[config.mk]
export PLATFORM = sky130hd
export DESIGN_NAME = mem_stage
export DESIGN_NICKNAME = d
export VERILOG_FILES = /design/src/rtl/mem_stage_pkg.sv /design/src/rtl/mem_stage_align.sv /design/src/rtl/mem_stage.sv
export SDC_FILE = /design/constraint.sdc
export NUM_CORES = 1
export LEC_CHECK = 0
export CORE_ASPECT_RATIO = 0.5
export CORE_MARGIN = 2
export CORE_UTILIZATION = 51
export CTS_CLUSTER_DIAMETER = 150
export DETAILED_ROUTE_END_ITERATION = 10
export PLACE_DENSITY = 0.83
export RECOVER_POWER = 100
export SLEW_MARGIN = 20
export SYNTH_ARGS = -nofsm -noshare
export SYNTH_HDL_FRONTEND = slang
export SYNTH_SLANG_ARGS = --single-unit
[constraint.sdc]
create_clock -name clk -period 5.55 [get_ports clk]
set_clock_uncertainty 0.15 [all_clocks]
set_input_delay 1.11 -clock clk [delete_from_list [all_inputs] [get_ports clk]]
set_output_delay 1.11 -clock clk [all_outputs]
set_load 0.02 [all_outputs]
[src/rtl/mem_stage_pkg.sv]
`default_nettype none
// ============================================================================
//  Module   : mem_stage_pkg
//  Purpose  : Shared definitions for the MEM stage: instruction codes of the
//             eight memory instructions, FSM state encoding, access-size
//             codes and small decode helpers.
//  Ports    : none (package)
//  Revision : 1.0 - initial release
// ============================================================================
package mem_stage_pkg;

  // Memory instruction codes (instr_code_in encoding)
  localparam logic [5:0] C_INSTR_LB  = 6'h20;
  localparam logic [5:0] C_INSTR_LH  = 6'h21;
  localparam logic [5:0] C_INSTR_LW  = 6'h23;
  localparam logic [5:0] C_INSTR_LBU = 6'h24;
  localparam logic [5:0] C_INSTR_LHU = 6'h25;
  localparam logic [5:0] C_INSTR_SB  = 6'h28;
  localparam logic [5:0] C_INSTR_SH  = 6'h29;
  localparam logic [5:0] C_INSTR_SW  = 6'h2B;

  // FSM state encoding
  typedef enum logic [1:0] {
    IDLE   = 2'd0,
    REQ    = 2'd1,
    WAIT_R = 2'd2
  } state_t;

  // Access-size codes
  localparam logic [1:0] C_SIZE_BYTE = 2'd0;
  localparam logic [1:0] C_SIZE_HALF = 2'd1;
  localparam logic [1:0] C_SIZE_WORD = 2'd2;

  function automatic logic is_load(input logic [5:0] code);
    case (code)
      C_INSTR_LB, C_INSTR_LH, C_INSTR_LW, C_INSTR_LBU, C_INSTR_LHU: is_load = 1'b1;
      default: is_load = 1'b0;
    endcase
  endfunction

  function automatic logic is_store(input logic [5:0] code);
    case (code)
      C_INSTR_SB, C_INSTR_SH, C_INSTR_SW: is_store = 1'b1;
      default: is_store = 1'b0;
    endcase
  endfunction

  function automatic logic [1:0] access_size(input logic [5:0] code);
    case (code)
      C_INSTR_LB, C_INSTR_LBU, C_INSTR_SB: access_size = C_SIZE_BYTE;
      C_INSTR_LH, C_INSTR_LHU, C_INSTR_SH: access_size = C_SIZE_HALF;
      default:                             access_size = C_SIZE_WORD;
    endcase
  endfunction

  function automatic logic load_signed(input logic [5:0] code);
    load_signed = (code == C_INSTR_LB) || (code == C_INSTR_LH);
  endfunction

  // True when the low address bits violate the natural alignment of the access
  function automatic logic misaligned(input logic [5:0] code, input logic [1:0] a);
    case (access_size(code))
      C_SIZE_WORD: misaligned = (a != 2'b00);
      C_SIZE_HALF: misaligned = a[0];
      default:     misaligned = 1'b0;
    endcase
  endfunction

endpackage
`default_nettype wire

[src/rtl/mem_stage_align.sv]
`default_nettype none
// ============================================================================
//  Module   : mem_align
//  Purpose  : Combinational lane steering. Produces byte enables and
//             lane-replicated write data for stores, and selects plus
//             sign/zero-extends the addressed byte/half of a load word.
//  Ports    : size, sign_ext, addr_lo, store_data, rdata -> be, wdata,
//             load_data
//  Revision : 1.0 - initial release
// ============================================================================
module mem_align
  import mem_stage_pkg::*;
(
  input  logic [1:0]  size,
  input  logic        sign_ext,
  input  logic [1:0]  addr_lo,
  input  logic [31:0] store_data,
  input  logic [31:0] rdata,
  output logic [3:0]  be,
  output logic [31:0] wdata,
  output logic [31:0] load_data
);

  logic [7:0]  w_byte;
  logic [15:0] w_half;

  always_comb begin
    be        = 4'b1111;
    wdata     = store_data;
    load_data = rdata;
    w_half    = addr_lo[1] ? rdata[31:16] : rdata[15:0];
    case (addr_lo)
      2'd0:    w_byte = rdata[7:0];
      2'd1:    w_byte = rdata[15:8];
      2'd2:    w_byte = rdata[23:16];
      default: w_byte = rdata[31:24];
    endcase
    case (size)
      C_SIZE_BYTE: begin
        be        = 4'b0001 << addr_lo;
        wdata     = {4{store_data[7:0]}};
        load_data = {{24{sign_ext & w_byte[7]}}, w_byte};
      end
      C_SIZE_HALF: begin
        // Only a[1] matters: a[0] is ignored, forcing half alignment
        be        = addr_lo[1] ? 4'b1100 : 4'b0011;
        wdata     = {2{store_data[15:0]}};
        load_data = {{16{sign_ext & w_half[15]}}, w_half};
      end
      default: ;
    endcase
  end

endmodule
`default_nettype wire

[src/rtl/mem_stage.sv]
`default_nettype none
// ============================================================================
//  Module   : mem_stage
//  Purpose  : MEM pipeline stage. Captures EX results, performs loads and
//             stores over a req/gnt/rvalid data-memory port, stalls the
//             upstream pipeline while an access is in flight and presents
//             registered MEM/WB values.
//  Ports    : clk, reset_n (async, active low); EX side: valid_in, pc_in,
//             instructure_in, instr_code_in, alu_result_in,
//             reg_read_data2_in, stall_out; memory: dm_req, dm_we, dm_addr,
//             dm_be, dm_wdata, dm_gnt, dm_rvalid, dm_rdata; WB side:
//             valid_out, pc_out, instructure_out, instr_code_out,
//             alu_result_out, mem_read_data_out, forward_data_MEM.
//  Config   : MEM_ALIGN_CHECK_EN adds exc_adel, exc_ades, badvaddr_out and
//             retires misaligned accesses as exceptions without a request.
//  Revision : 1.0 - initial release
// ============================================================================
module mem_stage
  import mem_stage_pkg::*;
(
  input  logic        clk,
  input  logic        reset_n,
  input  logic        valid_in,
  input  logic [31:0] pc_in,
  input  logic [31:0] instructure_in,
  input  logic [5:0]  instr_code_in,
  input  logic [31:0] alu_result_in,
  input  logic [31:0] reg_read_data2_in,
  output logic        stall_out,
  output logic        dm_req,
  output logic        dm_we,
  output logic [31:0] dm_addr,
  output logic [3:0]  dm_be,
  output logic [31:0] dm_wdata,
  input  logic        dm_gnt,
  input  logic        dm_rvalid,
  input  logic [31:0] dm_rdata,
  output logic        valid_out,
  output logic [31:0] pc_out,
  output logic [31:0] instructure_out,
  output logic [5:0]  instr_code_out,
  output logic [31:0] alu_result_out,
  output logic [31:0] mem_read_data_out,
  output logic [31:0] forward_data_MEM
`ifdef MEM_ALIGN_CHECK_EN
  ,
  output logic        exc_adel,
  output logic        exc_ades,
  output logic [31:0] badvaddr_out
`endif
);

  state_t      r_state;
  logic [31:0] r_pc;
  logic [31:0] r_instr;
  logic [5:0]  r_code;
  logic [31:0] r_alu;

  logic [5:0]  w_code;
  logic [1:0]  w_addr_lo;
  logic [3:0]  w_be;
  logic [31:0] w_wdata;
  logic [31:0] w_load_data;
  logic        w_in_load;
  logic        w_in_store;

  // One aligner serves both directions: in IDLE it steers the incoming store,
  // afterwards it extends the load response using the held op.
  assign w_code    = (r_state == IDLE) ? instr_code_in : r_code;
  assign w_addr_lo = (r_state == IDLE) ? alu_result_in[1:0] : r_alu[1:0];
  assign w_in_load  = is_load(instr_code_in);
  assign w_in_store = is_store(instr_code_in);

  mem_align u_align (
    .size       (access_size(w_code)),
    .sign_ext   (load_signed(w_code)),
    .addr_lo    (w_addr_lo),
    .store_data (reg_read_data2_in),
    .rdata      (dm_rdata),
    .be         (w_be),
    .wdata      (w_wdata),
    .load_data  (w_load_data)
  );

  assign stall_out        = (r_state != IDLE);
  assign forward_data_MEM = alu_result_out;

  always_ff @(posedge clk or negedge reset_n) begin
    if (!reset_n) begin
      r_state           <= IDLE;
      r_pc              <= 32'd0;
      r_instr           <= 32'd0;
      r_code            <= 6'd0;
      r_alu             <= 32'd0;
      dm_req            <= 1'b0;
      dm_we             <= 1'b0;
      dm_addr           <= 32'd0;
      dm_be             <= 4'd0;
      dm_wdata          <= 32'd0;
      valid_out         <= 1'b0;
      pc_out            <= 32'd0;
      instructure_out   <= 32'd0;
      instr_code_out    <= 6'd0;
      alu_result_out    <= 32'd0;
      mem_read_data_out <= 32'd0;
`ifdef MEM_ALIGN_CHECK_EN
      exc_adel          <= 1'b0;
      exc_ades          <= 1'b0;
      badvaddr_out      <= 32'd0;
`endif
    end else begin
      valid_out <= 1'b0;
`ifdef MEM_ALIGN_CHECK_EN
      exc_adel  <= 1'b0;
      exc_ades  <= 1'b0;
`endif
      case (r_state)
        IDLE: begin
          if (valid_in) begin
            if (w_in_load || w_in_store) begin
`ifdef MEM_ALIGN_CHECK_EN
              if (misaligned(instr_code_in, alu_result_in[1:0])) begin
                valid_out         <= 1'b1;
                pc_out            <= pc_in;
                instructure_out   <= instructure_in;
                instr_code_out    <= instr_code_in;
                alu_result_out    <= alu_result_in;
                mem_read_data_out <= 32'd0;
                exc_adel          <= w_in_load;
                exc_ades          <= w_in_store;
                badvaddr_out      <= alu_result_in;
              end else
`endif
              begin
                r_pc     <= pc_in;
                r_instr  <= instructure_in;
                r_code   <= instr_code_in;
                r_alu    <= alu_result_in;
                dm_req   <= 1'b1;
                dm_we    <= w_in_store;
                dm_addr  <= {alu_result_in[31:2], 2'b00};
                dm_be    <= w_in_store ? w_be : 4'b1111;
                dm_wdata <= w_wdata;
                r_state  <= REQ;
              end
            end else begin
              valid_out         <= 1'b1;
              pc_out            <= pc_in;
              instructure_out   <= instructure_in;
              instr_code_out    <= instr_code_in;
              alu_result_out    <= alu_result_in;
              mem_read_data_out <= 32'd0;
            end
          end
        end
        REQ: begin
          if (dm_gnt) begin
            dm_req <= 1'b0;
            if (is_store(r_code)) begin
              valid_out         <= 1'b1;
              pc_out            <= r_pc;
              instructure_out   <= r_instr;
              instr_code_out    <= r_code;
              alu_result_out    <= r_alu;
              mem_read_data_out <= 32'd0;
              r_state           <= IDLE;
            end else begin
              r_state <= WAIT_R;
            end
          end
        end
        WAIT_R: begin
          if (dm_rvalid) begin
            valid_out         <= 1'b1;
            pc_out            <= r_pc;
            instructure_out   <= r_instr;
            instr_code_out    <= r_code;
            alu_result_out    <= r_alu;
            mem_read_data_out <= w_load_data;
            r_state           <= IDLE;
          end
        end
        default: r_state <= IDLE;
      endcase
    end
  end

endmodule
`default_nettype wire

==> tab_implementation.tex, run 1 <==
\begin{tabular}{lr}
\hline
Metric & Value \\
\hline
\multicolumn{2}{l}{\textbf{Drt}} \\
\quad Routed Wire Length & 37200 um \\
\quad Total number of vias & 10900 \\
\quad Detailed router's first-iteration violation count & 896 \\
\quad Drt drc & 0 \\
\quad Number of detailed-route iterations in the first pass & 7 \\
\quad Vias per cell & 5.40 \\
\quad Avg WL per Cell & 18.4 um \\
\quad Count of nets left with antenna violations after detail routing & 0 \\
\multicolumn{2}{l}{\textbf{Timing}} \\
\quad \# setup viols final & 0 \\
\quad Setup repair after global routing missed its margin & no \\
\quad Number of pins exceeding their max-slew limit in the final report & 222 \\
\quad Hold Violations, Final & 0 \\
\quad Worst max-slew margin expressed relative to the limit & -77.0\% \\
\quad Worst hold slack & 0.321 ns \\
\quad Post-Route Setup TNS & 0 ns \\
\quad Crit path time final & 4.25 ns \\
\quad Worst-Margin Slew & 2.66 ns \\
\quad Final period util & 76.5\% \\
\quad Fmax & 235 MHz \\
\multicolumn{2}{l}{\textbf{Setup path}} \\
\quad Worst EP required & 5.87 ns \\
\quad Type of origin of the critical path & primary input \\
\quad Setup crit end kind & flip-flop \\
\quad Largest driver fanout on the critical path & 69 \\
\quad Arrival time at the worst endpoint & 4.56 ns \\
\quad Reg-to-reg slack, setup & 1.35 ns \\
\quad CP Class & primary input to flip-flop \\
\multicolumn{2}{l}{\textbf{Clock tree}} \\
\quad H-tree levels & 1 \\
\quad Buffers from clock root to sink, at most & 3 \\
\quad Number of buffers inserted for hold repair after clock tree synthesis & 0 \\
\quad CTS Root Cell & clkbuf\_16 \\
\quad Number of buffers created by CTS & 26 \\
\quad Number of post-CTS setup repair buffers & 0 \\
\quad Clock sink count & 277 \\
\quad Clock-pin slew on the worst setup and hold paths & 0.07 ns \\
\quad Insertion delay of the later-clocked pin in the worst-skew pair & 0.54 ns \\
\quad CTS resizes & 0 \\
\quad TritonCTS clock tree & done \\
\multicolumn{2}{l}{\textbf{Placement}} \\
\quad Final GP Congestion & 0.880 \\
\quad IO buf count & 406 \\
\quad Detail Placement HPWL & 26500 um \\
\multicolumn{2}{l}{\textbf{Floorplanning}} \\
\quad Die span in x & 229 um \\
\quad Die Height & 116 um \\
\quad Starting utilization of the core area & 51.5\% \\
\quad Number of rows in the core area & 41 \\
\quad Core outline area & 25000 sq um \\
\quad Area of the die & 26600 sq um \\
\quad Count of pins on the block boundary & 409 \\
\multicolumn{2}{l}{\textbf{GRT}} \\
\quad Total Routing Usage GR & 27.1\% \\
\quad Pin count of the biggest net entering global routing & 103 \\
\quad Initial antenna violation count & 4 \\
\quad First-pass GRT wire length & 57700 um \\
\quad Grt ovf & 0 \\
\quad Via count of the first global-routing pass & 10800 \\
\multicolumn{2}{l}{\textbf{Power}} \\
\quad Leakage power of the design & 8.41 nW \\
\quad Pwr dens & 626 nW/um\^{}2 \\
\quad Peak VDD IR & 0.000284 V \\
\multicolumn{2}{l}{\textbf{Flow run}} \\
\quad Max-Cap Viols & 3 \\
\multicolumn{2}{l}{\textbf{Logic synthesis}} \\
\quad Library cells used by synthesis & 49 \\
\quad Count of state elements after synthesis & 277 \\
\quad Cell area after synthesis & 12900 sq um \\
\quad Seq/Total Area, Yosys & 53.9\% \\
\quad Number of flops mapped to enable cells by yosys & 0 \\
\quad Asr flop ratio synth & 100\% \\
\quad Avg Synthesized Cell Area & 9.49 sq um \\
\quad Total number of yosys warnings & 0 \\
\quad Gate Count Post-Synth & 1355 \\
\quad Post-synth top flop & dfrtp\_1 \\
\multicolumn{2}{l}{\textbf{Run status}} \\
\quad Failing checks & capacitance limit, slew limit \\
\quad Run status & finished with violations \\
\multicolumn{2}{l}{\textbf{Finish}} \\
\quad Area delta synth->final & 36.1\% \\
\quad Nets@finish & 1828 \\
\quad Layout cell share with drive strength beyond 1 & 4.54\% \\
\multicolumn{2}{l}{\textbf{Hold path}} \\
\quad Worst hold-check path type & flip-flop to flip-flop \\
\hline
\end{tabular}
-- area by class of cell --
type,instances,area [sq um]
antenna,4,10.0
clock buffer,35,766
clock inverter,13,92.6
fill,1840,7490
inverter,5,18.8
multi-input combinational,922,5050
sequential,277,6930
tap,344,430
timing repair buffer,421,4190
-- flip-flops by register name, summed over array words and instances (netlist names), 32 cells and up --
| signal | flops |
|---|---|
| r_pc | 32 |
| r_alu | 32 |
| pc_out | 32 |
| dm_wdata | 32 |
| instructure_out | 32 |
| mem_read_data_out | 32 |
| r_instr | 32 |
| alu_result_out | 32 |
-- power by group --
| group | leakage, nW | switching [W] | internal (W) |
|---|---|---|---|
| combinational | 4.48 | 0.00335 | 0.00227 |
| clock | 0.436 | 0.000787 | 0.00101 |
| sequential | 3.50 | 0.000575 | 0.00296 |
-- worst max-delay path, stage by stage --
cell	delay (ns)
dlygate4sd3_1	0.65
a21o_1	0.21
a21oi_1	0.44
and3_4	0.84
clkbuf_1	0.96
nand2_1	0.18
nand2_1	0.11
-- kinds of logic after synthesis --
family / share of synthesized area [%]
other: 0.0292
buffers and inverters: 6.91
and+or+nand+nor: 16.5
adders and majority gates: 0.389
AOI/OAI and AO/OA: 11.4
muxes: 10.9
DFF: 53.9
-- worst paths after layout --
path / cells after the start / endpoint / from
max: 7 / r_pc[6]$_DFFE_PN0P_ / instr_code_in[3]
min: 2 / dm_wdata[4]$_DFFE_PN0P_ / dm_wdata[4]$_DFFE_PN0P_
max reg2reg: 7 / pc_out[4]$_DFFE_PN0P_ / r_state[1]$_DFFE_PN0P_
min reg2reg: 2 / dm_wdata[4]$_DFFE_PN0P_ / dm_wdata[4]$_DFFE_PN0P_
max in group asynchronous: 2 / dm_wdata[1]$_DFFE_PN0P_ / reset_n
min in group asynchronous: 1 / mem_read_data_out[21]$_DFFE_PN0P_ / reset_n
-- layout by cell type, fill, tap and decap left out, types with 2 or more instances in the layout --
cell             netlist  routed
a21o_1                 3       3
a21oi_1               32      32
a22o_1                 8       8
a22oi_1                7       7
and2_1                 2       2
and4bb_1               1       2
buf_12                 0       3
buf_4                 65       6
clkbuf_1              68       5
clkbuf_16              0      27
clkbuf_2               0       4
clkbuf_8               0       6
clkdlybuf4s50_1        0     167
clkinv_2               0      11
conb_1                 1       2
dfrtp_1              277     277
diode_2                0       4
dlygate4sd3_1          0     238
ha_1                   4       4
inv_1                  5       5
mux2i_1              135     135
mux2i_2                3       3
nand2_1              492     493
nand2b_1               6       6
nand3_1               13      12
nor2_1                10      10
nor3_1                 2       2
o211ai_1               7       7
o21ai_0              119     148
o21ai_1               31       2
o221a_1                1       2
o2bb2ai_1              7       7
o31ai_1                7      11
o31ai_2               10       6
-- metal layers --
layer	share of wire [%]	GRT usage [%]
met4	4.8	13.6
met5	0	0
met2	51	47.6
met1	40	33.4
met3	4.7	4.39
-- cells in the mapped netlist, drive strengths merged, types with 2 or more instances --
cell type	instances	share of area [%]
o211ai	7	0.41
and2	2	0.097
nor3	2	0.078
nor2	10	0.29
ha	4	0.39
nand3	13	0.51
clkbuf	68	2.0
nand2	493	14
dfrtp	277	54
o31ai	17	1.4
o2bb2ai	7	0.48
a21oi	32	1.2
buf	84	4.8
o221ai	2	0.14
mux2i	138	11
a22o	8	0.54
a21o	3	0.18
inv	5	0.15
nand2b	6	0.29
and4bb	2	0.19
a22oi	7	0.41
o221a	2	0.18
o21ai	150	5.8
-- through the flow --
step	area [sq um]	std cells	worst slack, ns	total power, W	util, %
6_report	17500	2021	1.30	0.0110	70.0
3_3_place_gp	16700	1969	1.60	0.00929	66.8
4_1_cts	17500	2017	2.04	0.0114	70.2
3_5_place_dp	16700	1969	1.46	0.00954	66.8
2_1_floorplan	12900	1356	2.71	0.00729	-
5_1_grt	17500	2021	0.959	0.0116	70.0
Note: power is estimated with default switching activity, not from simulation.
==> run 2, diff against run 1 <==
--- a/config.mk
+++ b/config.mk
@@ -7,10 +7,10 @@
 export LEC_CHECK = 0
 export CORE_ASPECT_RATIO = 0.5
 export CORE_MARGIN = 2
-export CORE_UTILIZATION = 51
+export CORE_UTILIZATION = 47
 export CTS_CLUSTER_DIAMETER = 150
 export DETAILED_ROUTE_END_ITERATION = 10
-export PLACE_DENSITY = 0.83
+export PLACE_DENSITY = 0.77
 export RECOVER_POWER = 100
 export SLEW_MARGIN = 20
 export SYNTH_ARGS = -nofsm -noshare
==> constraint.sdc (replaced) <==
create_clock -name clk -period 4.3 [get_ports clk]
set_clock_uncertainty 0.15 [all_clocks]
set_input_delay 0.86 -clock clk [delete_from_list [all_inputs] [get_ports clk]]
set_output_delay 0.86 -clock clk [all_outputs]
set_load 0.02 [all_outputs]
==> run 2 against run 1 <==
Effect of this change: the flow still finishes with violations (capacitance limit, slew limit); largest cell class unchanged; setup slack worse by 0.73 ns; first-iteration DRC count shrank 1.3%; final cell count grew 0.15%.
==> tab_implementation.tex, run 2 (synthesis results as in run 1) <==
\begin{tabular}{lr}
\hline
Metric & Value \\
\hline
\multicolumn{2}{l}{\textbf{Hold path}} \\
\quad Worst hold-check path type & flip-flop to flip-flop \\
\quad Origin of the worst min-delay path & r\_instr[30]\$\_DFFE\_PN0P\_ \\
\quad Worst Hold Depth & 2 (unchanged) \\
\quad Hold EP & r\_instr[30]\$\_DFFE\_PN0P\_ \\
\multicolumn{2}{l}{\textbf{Drt}} \\
\quad Drt drc & 0 (unchanged) \\
\quad Count of nets left with antenna violations after detail routing & 0 (unchanged) \\
\quad Routed Wire Length & 37300 um (+0.27\%) \\
\quad Number of detailed-route iterations in the first pass & 5 (-2) \\
\quad Total number of vias & 10800 (-1.5\%) \\
\quad Avg WL per Cell & 18.4 um (+0.12\%) \\
\quad Met3 routed wirelength & 1600 um (-8.0\%) \\
\quad Routed length on met2 & 18700 um (-1.1\%) \\
\quad Vias per cell & 5.31 (-1.6\%) \\
\quad Wire length on met1 & 15000 um (+1.9\%) \\
\quad Detailed router's first-iteration violation count & 884 (-1.3\%) \\
\quad Uppermost routed layer & met4 \\
\multicolumn{2}{l}{\textbf{Timing}} \\
\quad \# setup viols final & 0 (unchanged) \\
\quad Number of pins exceeding their max-slew limit in the final report & 111 (-50\%) \\
\quad Crit path time final & 3.73 ns \\
\quad Post-Route Setup TNS & 0 ns (unchanged) \\
\quad Worst max-slew margin expressed relative to the limit & -84.1\% (-7.1 points) \\
\quad Fmax & 268 MHz \\
\quad Hold Violations, Final & 0 (unchanged) \\
\quad Final period util & 86.7\% \\
\quad Worst-Margin Slew & 2.76 ns (+0.106 ns) \\
\quad Setup repair after global routing missed its margin & no \\
\quad Worst hold slack & 0.321 ns (-0.0000610 ns) \\
\multicolumn{2}{l}{\textbf{Placement}} \\
\quad Cell Area, Placed & 16800 sq um (+0.60\%) \\
\quad Final GP Congestion & 0.951 (+8.0\%) \\
\quad Detail Placement HPWL & 26800 um (+1.3\%) \\
\quad IO buf count & 406 (unchanged) \\
\multicolumn{2}{l}{\textbf{GRT}} \\
\quad Via count of the first global-routing pass & 10900 (+0.65\%) \\
\quad Initial antenna violation count & 2 (-2) \\
\quad Total Routing Usage GR & 25.6\% (-1.5 points) \\
\quad First-pass GRT wire length & 58700 um (+1.8\%) \\
\quad Grt ovf & 0 (unchanged) \\
\quad Pin count of the biggest net entering global routing & 113 (+9.7\%) \\
\multicolumn{2}{l}{\textbf{Setup path}} \\
\quad Type of origin of the critical path & primary input \\
\quad Worst Reg-to-Reg Cells & 7 (unchanged) \\
\quad Worst EP required & 4.55 ns (-1.32 ns) \\
\quad Reg-to-Reg Start & r\_state[0]\$\_DFFE\_PN0P\_ \\
\quad Setup crit end kind & flip-flop \\
\quad Reg-to-reg slack, setup & 0.90 ns (-0.45 ns) \\
\quad Largest driver fanout on the critical path & 66 (-4.3\%) \\
\quad R2r endpoint & pc\_out[20]\$\_DFFE\_PN0P\_ \\
\quad Arrival time at the worst endpoint & 3.97 ns (-0.59 ns) \\
\quad CP Class & primary input to flip-flop \\
\multicolumn{2}{l}{\textbf{Power}} \\
\quad Pwr dens & 803 nW/um\^{}2 (+28\%) \\
\quad Leakage power of the design & 8.43 nW (+0.24\%) \\
\quad Peak VDD IR & 0.000561 V (+98\%) \\
\quad Total power & 0.0141 W (+29\%) \\
\multicolumn{2}{l}{\textbf{Clock tree}} \\
\quad Insertion delay of the later-clocked pin in the worst-skew pair & 0.53 ns (about the same) \\
\quad Number of post-CTS setup repair buffers & 0 (unchanged) \\
\quad Clock sink count & 277 (unchanged) \\
\quad Buffers from clock root to sink, at most & 3 (unchanged) \\
\quad Number of buffers inserted for hold repair after clock tree synthesis & 0 (unchanged) \\
\quad Clock-pin slew on the worst setup and hold paths & 0.06 ns (about the same) \\
\quad H-tree levels & 1 (unchanged) \\
\quad CTS resizes & 0 (unchanged) \\
\quad CTS Root Cell & clkbuf\_16 \\
\quad TritonCTS clock tree & done \\
\quad Number of buffers created by CTS & 25 (-3.8\%) \\
\multicolumn{2}{l}{\textbf{Floorplanning}} \\
\quad Core outline area & 26600 sq um (+6.6\%) \\
\quad Count of pins on the block boundary & 409 (unchanged) \\
\quad Area of the die & 28800 sq um (+8.3\%) \\
\quad Number of rows in the core area & 42 (+2.4\%) \\
\quad Starting utilization of the core area & 48.3\% (-3.2 points) \\
\quad Die Height & 121 um (+4.0\%) \\
\quad Die span in x & 238 um (+4.1\%) \\
\multicolumn{2}{l}{\textbf{Run status}} \\
\quad Failing checks & capacitance limit, slew limit \\
\quad Run status & finished with violations \\
\multicolumn{2}{l}{\textbf{Finish}} \\
\quad Post-route standard cell area excluding fillers & 17600 sq um (+0.36\%) \\
\quad Nets@finish & 1829 (+0.055\%) \\
\quad Most common cell after layout, fill and taps aside & nand2\_1 \\
\quad Layout cell share with drive strength beyond 1 & 4.67\% (+0.13 points) \\
\quad Fin util & 65.9\% (-4.1 points) \\
\quad Area delta synth->final & 36.5\% \\
\quad Commonest cells after routing, fill and taps aside & nand2\_1, dfrtp\_1, dlygate4sd3\_1 \\
\quad Fill cell count & 2069 (+12\%) \\
\multicolumn{2}{l}{\textbf{Flow run}} \\
\quad Max-Cap Viols & 1 (-2) \\
\hline
\end{tabular}
run 2: worst max-delay path by stage:
stage / from / depth (start not counted) / end / slack (ns)
after floorplan: r_state[0]$_DFFE_PN0P_ / 12 / mem_read_data_out[21]$_DFFE_PN0P_ / 1.71
after global placement: instr_code_in[1] / 6 / mem_read_data_out[18]$_DFFE_PN0P_ / 0.72
after detailed placement: alu_result_in[1] / 7 / mem_read_data_out[18]$_DFFE_PN0P_ / 0.63
after CTS: r_state[0]$_DFFE_PN0P_ / 7 / mem_read_data_out[18]$_DFFE_PN0P_ / 1.06
after global routing: instr_code_in[3] / 7 / dm_wdata[21]$_DFFE_PN0P_ / 0.44
final: instr_code_in[3] / 7 / dm_wdata[21]$_DFFE_PN0P_ / 0.57
run 2: where the power goes:
part | switching (W) | leakage, nW | internal [W]
clock | 0.000992 | 0.397 | 0.00125
sequential | 0.000740 | 3.50 | 0.00382
combinational | 0.00432 | 4.54 | 0.00299
total | 0.00605 | 8.43 | 0.00805
run 2: worst max-delay path: stages:
cell and delay (ns):
dlygate4sd3_1 0.67, a21o_1 0.22, a21oi_1 0.34, nand3_1 1.03
buf_12 0.58, nand2_1 0.12, o21ai_0 0.10
run 2: through the flow:
step,cells,setup slack [ns]
3_5_place_dp,1979,0.633
2_1_floorplan,1356,1.71
5_1_grt,2024,0.442
6_report,2024,0.572
3_3_place_gp,1979,0.722
4_1_cts,2022,1.06
run 2: metal layers:
| layer | vias up | global-route usage, % |
|---|---|---|
| li1 | 5054 | - |
| met1 | 5240 | 32.0 |
| met2 | 344 | 44.2 |
| met3 | 114 | 3.75 |
| met4 | 0 | 12.7 |
| met5 | - | 0 |
run 2: area by class of cell:
cell class,instances,area (sq um),area share [%]
diodes,2,5.00,0.0285
clock buffers,35,733,4.18
clock inverters,8,73.8,0.420
inverters,5,18.8,0.107
multi-input cells,922,5060,28.8
flip-flops and latches,277,6930,39.5
well taps,352,440,2.51
repair buffers,423,4300,24.5
==> run 3, diff against run 2 <==
--- a/config.mk
+++ b/config.mk
@@ -5,11 +5,14 @@
 export SDC_FILE = /design/constraint.sdc
 export NUM_CORES = 1
 export LEC_CHECK = 0
+export CELL_PAD_IN_SITES_DETAIL_PLACEMENT = 1
+export CELL_PAD_IN_SITES_GLOBAL_PLACEMENT = 2
 export CORE_ASPECT_RATIO = 0.5
 export CORE_MARGIN = 2
-export CORE_UTILIZATION = 47
+export CORE_UTILIZATION = 28
 export CTS_CLUSTER_DIAMETER = 150
 export DETAILED_ROUTE_END_ITERATION = 10
+export GPL_TIMING_DRIVEN = 0
 export PLACE_DENSITY = 0.77
 export RECOVER_POWER = 100
 export SLEW_MARGIN = 20
==> run 3 against run 2 <==
Effect of this change: sequential share of layout area is 2.3 points lower; the flow still finishes with violations (capacitance limit, slew limit); die area up 66%; power grew 8.4%; sequential power about the same; largest cell class unchanged; combinational power is 11% higher; register-to-register slack got worse by 0.26 ns; flip-flop and latch count unchanged; final cell count increased by 19%; setup slack improved by 0.064 ns; via count increased by 4.1%.
==> tab_implementation.tex, run 3 (synthesis results as in run 1) <==
\begin{tabular}{lr}
\hline
Metric & Value \\
\hline
\multicolumn{2}{l}{\textbf{Run status}} \\
\quad Run status & finished with violations \\
\quad Failing checks & capacitance limit, slew limit \\
\multicolumn{2}{l}{\textbf{Setup path}} \\
\quad CP Class & flip-flop to flip-flop \\
\quad Worst EP required & 4.64 ns (+0.09 ns) \\
\quad Longest individual stage delay on the worst path & 0.43 ns (-0.60 ns) \\
\quad Top cell family by delay on the critical path & buffers and inverters \\
\quad Number of buffer and inverter stages on the critical path & 7 (+5) \\
\quad Most prevalent standard cell on the critical path & buf\_2 \\
\quad Arrival time at the worst endpoint & 4.00 ns (+0.03 ns) \\
\quad Largest driver fanout on the critical path & 10 (-85\%) \\
\quad Reg-to-reg slack, setup & 0.64 ns (-0.26 ns) \\
\quad Setup crit end kind & flip-flop \\
\quad Type of origin of the critical path & flip-flop \\
\quad Crit-path slowest cell & o221ai\_1 \\
\quad Chain of cells forming the critical path & inv\_1, ha\_1, clkbuf\_1, inv\_1, o221ai\_1, a2111o\_1, buf\_2, buf\_2, buf\_2, clkbuf\_1, nand2\_1, o31ai\_1 \\
\multicolumn{2}{l}{\textbf{GRT}} \\
\quad Grt ovf & 0 (unchanged) \\
\quad Initial antenna violation count & 2 (unchanged) \\
\quad Via count of the first global-routing pass & 11900 (+9.6\%) \\
\quad Total Routing Usage GR & 20.6\% (-5.0 points) \\
\quad Pin count of the biggest net entering global routing & 87 (-23\%) \\
\quad First-pass GRT wire length & 75800 um (+29\%) \\
\multicolumn{2}{l}{\textbf{Placement}} \\
\quad IO buf count & 406 (unchanged) \\
\quad Final GP Congestion & 0.812 (-15\%) \\
\quad Detail Placement HPWL & 38000 um (+42\%) \\
\quad Setup Slack @ Placement & 0.209 ns (-0.424 ns) \\
\quad Cell Area, Placed & 17800 sq um (+5.8\%) \\
\multicolumn{2}{l}{\textbf{Hold path}} \\
\quad Worst hold-check path type & flip-flop to flip-flop \\
\multicolumn{2}{l}{\textbf{Clock tree}} \\
\quad Number of post-CTS setup repair buffers & 0 (unchanged) \\
\quad Clock sink count & 277 (unchanged) \\
\quad Number of buffers created by CTS & 29 (+16\%) \\
\quad H-tree levels & 1 (unchanged) \\
\quad Number of buffers inserted for hold repair after clock tree synthesis & 0 (unchanged) \\
\quad Buffers from clock root to sink, at most & 3 (unchanged) \\
\quad Clock-pin slew on the worst setup and hold paths & 0.07 ns (about the same) \\
\quad TritonCTS clock tree & done \\
\quad CTS resizes & 0 (unchanged) \\
\quad CTS Root Cell & clkbuf\_16 \\
\quad Insertion delay of the later-clocked pin in the worst-skew pair & 0.59 ns (+0.06 ns) \\
\multicolumn{2}{l}{\textbf{Timing}} \\
\quad Worst hold slack & 0.324 ns (+0.00395 ns) \\
\quad Worst-Margin Slew & 2.94 ns (+0.180 ns) \\
\quad Fmax & 273 MHz (+1.8\%) \\
\quad Number of pins exceeding their max-slew limit in the final report & 53 (-52\%) \\
\quad Final period util & 85.2\% (-1.5 points) \\
\quad Hold Violations, Final & 0 (unchanged) \\
\quad Worst max-slew margin expressed relative to the limit & -96.1\% (-12 points) \\
\quad \# setup viols final & 0 (unchanged) \\
\quad Crit path time final & 3.66 ns (-0.0642 ns) \\
\quad Worst Slack Setup Final & 0.637 ns (+0.0642 ns) \\
\quad Setup repair after global routing missed its margin & no \\
\multicolumn{2}{l}{\textbf{Flow run}} \\
\quad Max-Cap Viols & 1 (unchanged) \\
\multicolumn{2}{l}{\textbf{Drt}} \\
\quad Vias per cell & 4.63 (-13\%) \\
\quad Routed Wire Length & 49900 um (+34\%) \\
\quad Count of nets left with antenna violations after detail routing & 0 (unchanged) \\
\quad Detailed router's first-iteration violation count & 524 (-41\%) \\
\quad Number of detailed-route iterations in the first pass & 6 (+1) \\
\quad Total number of vias & 11200 (+4.1\%) \\
\quad Avg WL per Cell & 20.6 um (+12\%) \\
\quad Drt drc & 0 (unchanged) \\
\multicolumn{2}{l}{\textbf{Floorplanning}} \\
\quad Count of pins on the block boundary & 409 (unchanged) \\
\quad Die span in x & 307 um (+29\%) \\
\quad Core outline area & 45300 sq um (+70\%) \\
\quad Area of the die & 47800 sq um (+66\%) \\
\quad Die Height & 156 um (+29\%) \\
\quad Starting utilization of the core area & 28.4\% (-20 points) \\
\quad Number of rows in the core area & 55 (+31\%) \\
\multicolumn{2}{l}{\textbf{Finish}} \\
\quad Commonest cells after routing, fill and taps aside & nand2\_1, dfrtp\_1, dlygate4sd3\_1 \\
\quad Nets@finish & 1971 (+7.8\%) \\
\quad Layout cell share with drive strength beyond 1 & 7.93\% (+3.3 points) \\
\quad Fin util & 41.2\% (-25 points) \\
\quad Post-route standard cell area excluding fillers & 18700 sq um (+6.3\%) \\
\quad Area delta synth->final & 45.2\% \\
\quad Fill cell count & 5162 (+150\%) \\
\quad Most common cell after layout, fill and taps aside & nand2\_1 \\
\multicolumn{2}{l}{\textbf{Power}} \\
\quad Leakage power of the design & 8.89 nW (+5.4\%) \\
\quad Switching part of the total power & 44.0\% (+1.1 points) \\
\quad Internal cell power & 0.00856 W (+6.3\%) \\
\quad Relative contribution of the clock network to total power & 16.9\% (+1.0 points) \\
\quad Peak VDD IR & 0.000424 V (-24\%) \\
\quad Total power & 0.0153 W (+8.4\%) \\
\quad Share of power burned in combinational logic & 53.2\% (+1.4 points) \\
\quad Pwr dens & 819 nW/um\^{}2 (+2.0\%) \\
\quad Switching Power & 0.00673 W (+11\%) \\
\quad Sequential share of power & 29.9\% (-2.4 points) \\
\hline
\end{tabular}
run 3: path summary, 6_finish.rpt:
check,from,to,depth (start not counted)
min in group asynchronous,reset_n,r_instr[27]$_DFFE_PN0P_,1
max in group asynchronous,reset_n,alu_result_out[5]$_DFFE_PN0P_,3
min,pc_out[7]$_DFFE_PN0P_,pc_out[7]$_DFFE_PN0P_,2
max reg2reg,r_state[0]$_DFFE_PN0P_,mem_read_data_out[27]$_DFFE_PN0P_,12
min reg2reg,pc_out[7]$_DFFE_PN0P_,pc_out[7]$_DFFE_PN0P_,2
max,r_state[0]$_DFFE_PN0P_,mem_read_data_out[27]$_DFFE_PN0P_,12
run 3: power groups by stage:
stage	clock, W	sequential, W	combinational (W)
after detailed placement	0	0.00465	0.00867
after CTS	0.00266	0.00462	0.00871
after global placement	0	0.00463	0.00855
after global routing	0.00278	0.00474	0.00884
final	0.00259	0.00457	0.00813
after floorplan	0	0.00536	0.00405
run 3: area by class of cell:
| class | count | area (sq um) | share of cell area (%) |
|---|---|---|---|
| inverters | 5 | 18.8 | 0.101 |
| clock inverters | 12 | 109 | 0.583 |
| repair buffers | 409 | 4150 | 22.2 |
| well taps | 598 | 748 | 4.01 |
| plain buffers | 152 | 860 | 4.60 |
| multi-input cells | 922 | 5010 | 26.8 |
| flip-flops and latches | 277 | 6930 | 37.1 |
| clock buffers | 40 | 837 | 4.48 |
| diodes | 2 | 5.00 | 0.0268 |
run 3: metrics by stage:
step / setup TNS [ns] / cells
after floorplan: 0 / 1356
after global placement: -3027.80 / 2360
after detailed placement: 0 / 2363
after CTS: 0 / 2415
after global routing: 0 / 2417
final: 0 / 2417
run 3: layer usage:
metal	vias up	GRT usage [%]	share of wire (%)
li1	5350	-	-
met1	5666	26.6	44
met2	114	37.3	52
met3	58	2.39	2.1
met4	0	4.41	2.0
met5	-	0	0
run 3: worst reg2reg max path: cells and delay by family (launching register included):
kind	cells	cell delay [ns]
flops	1	0.40
compound gates	3	0.71
buf+inv	7	2.05
simple gates	1	0.11
fa+ha+maj	1	0.15
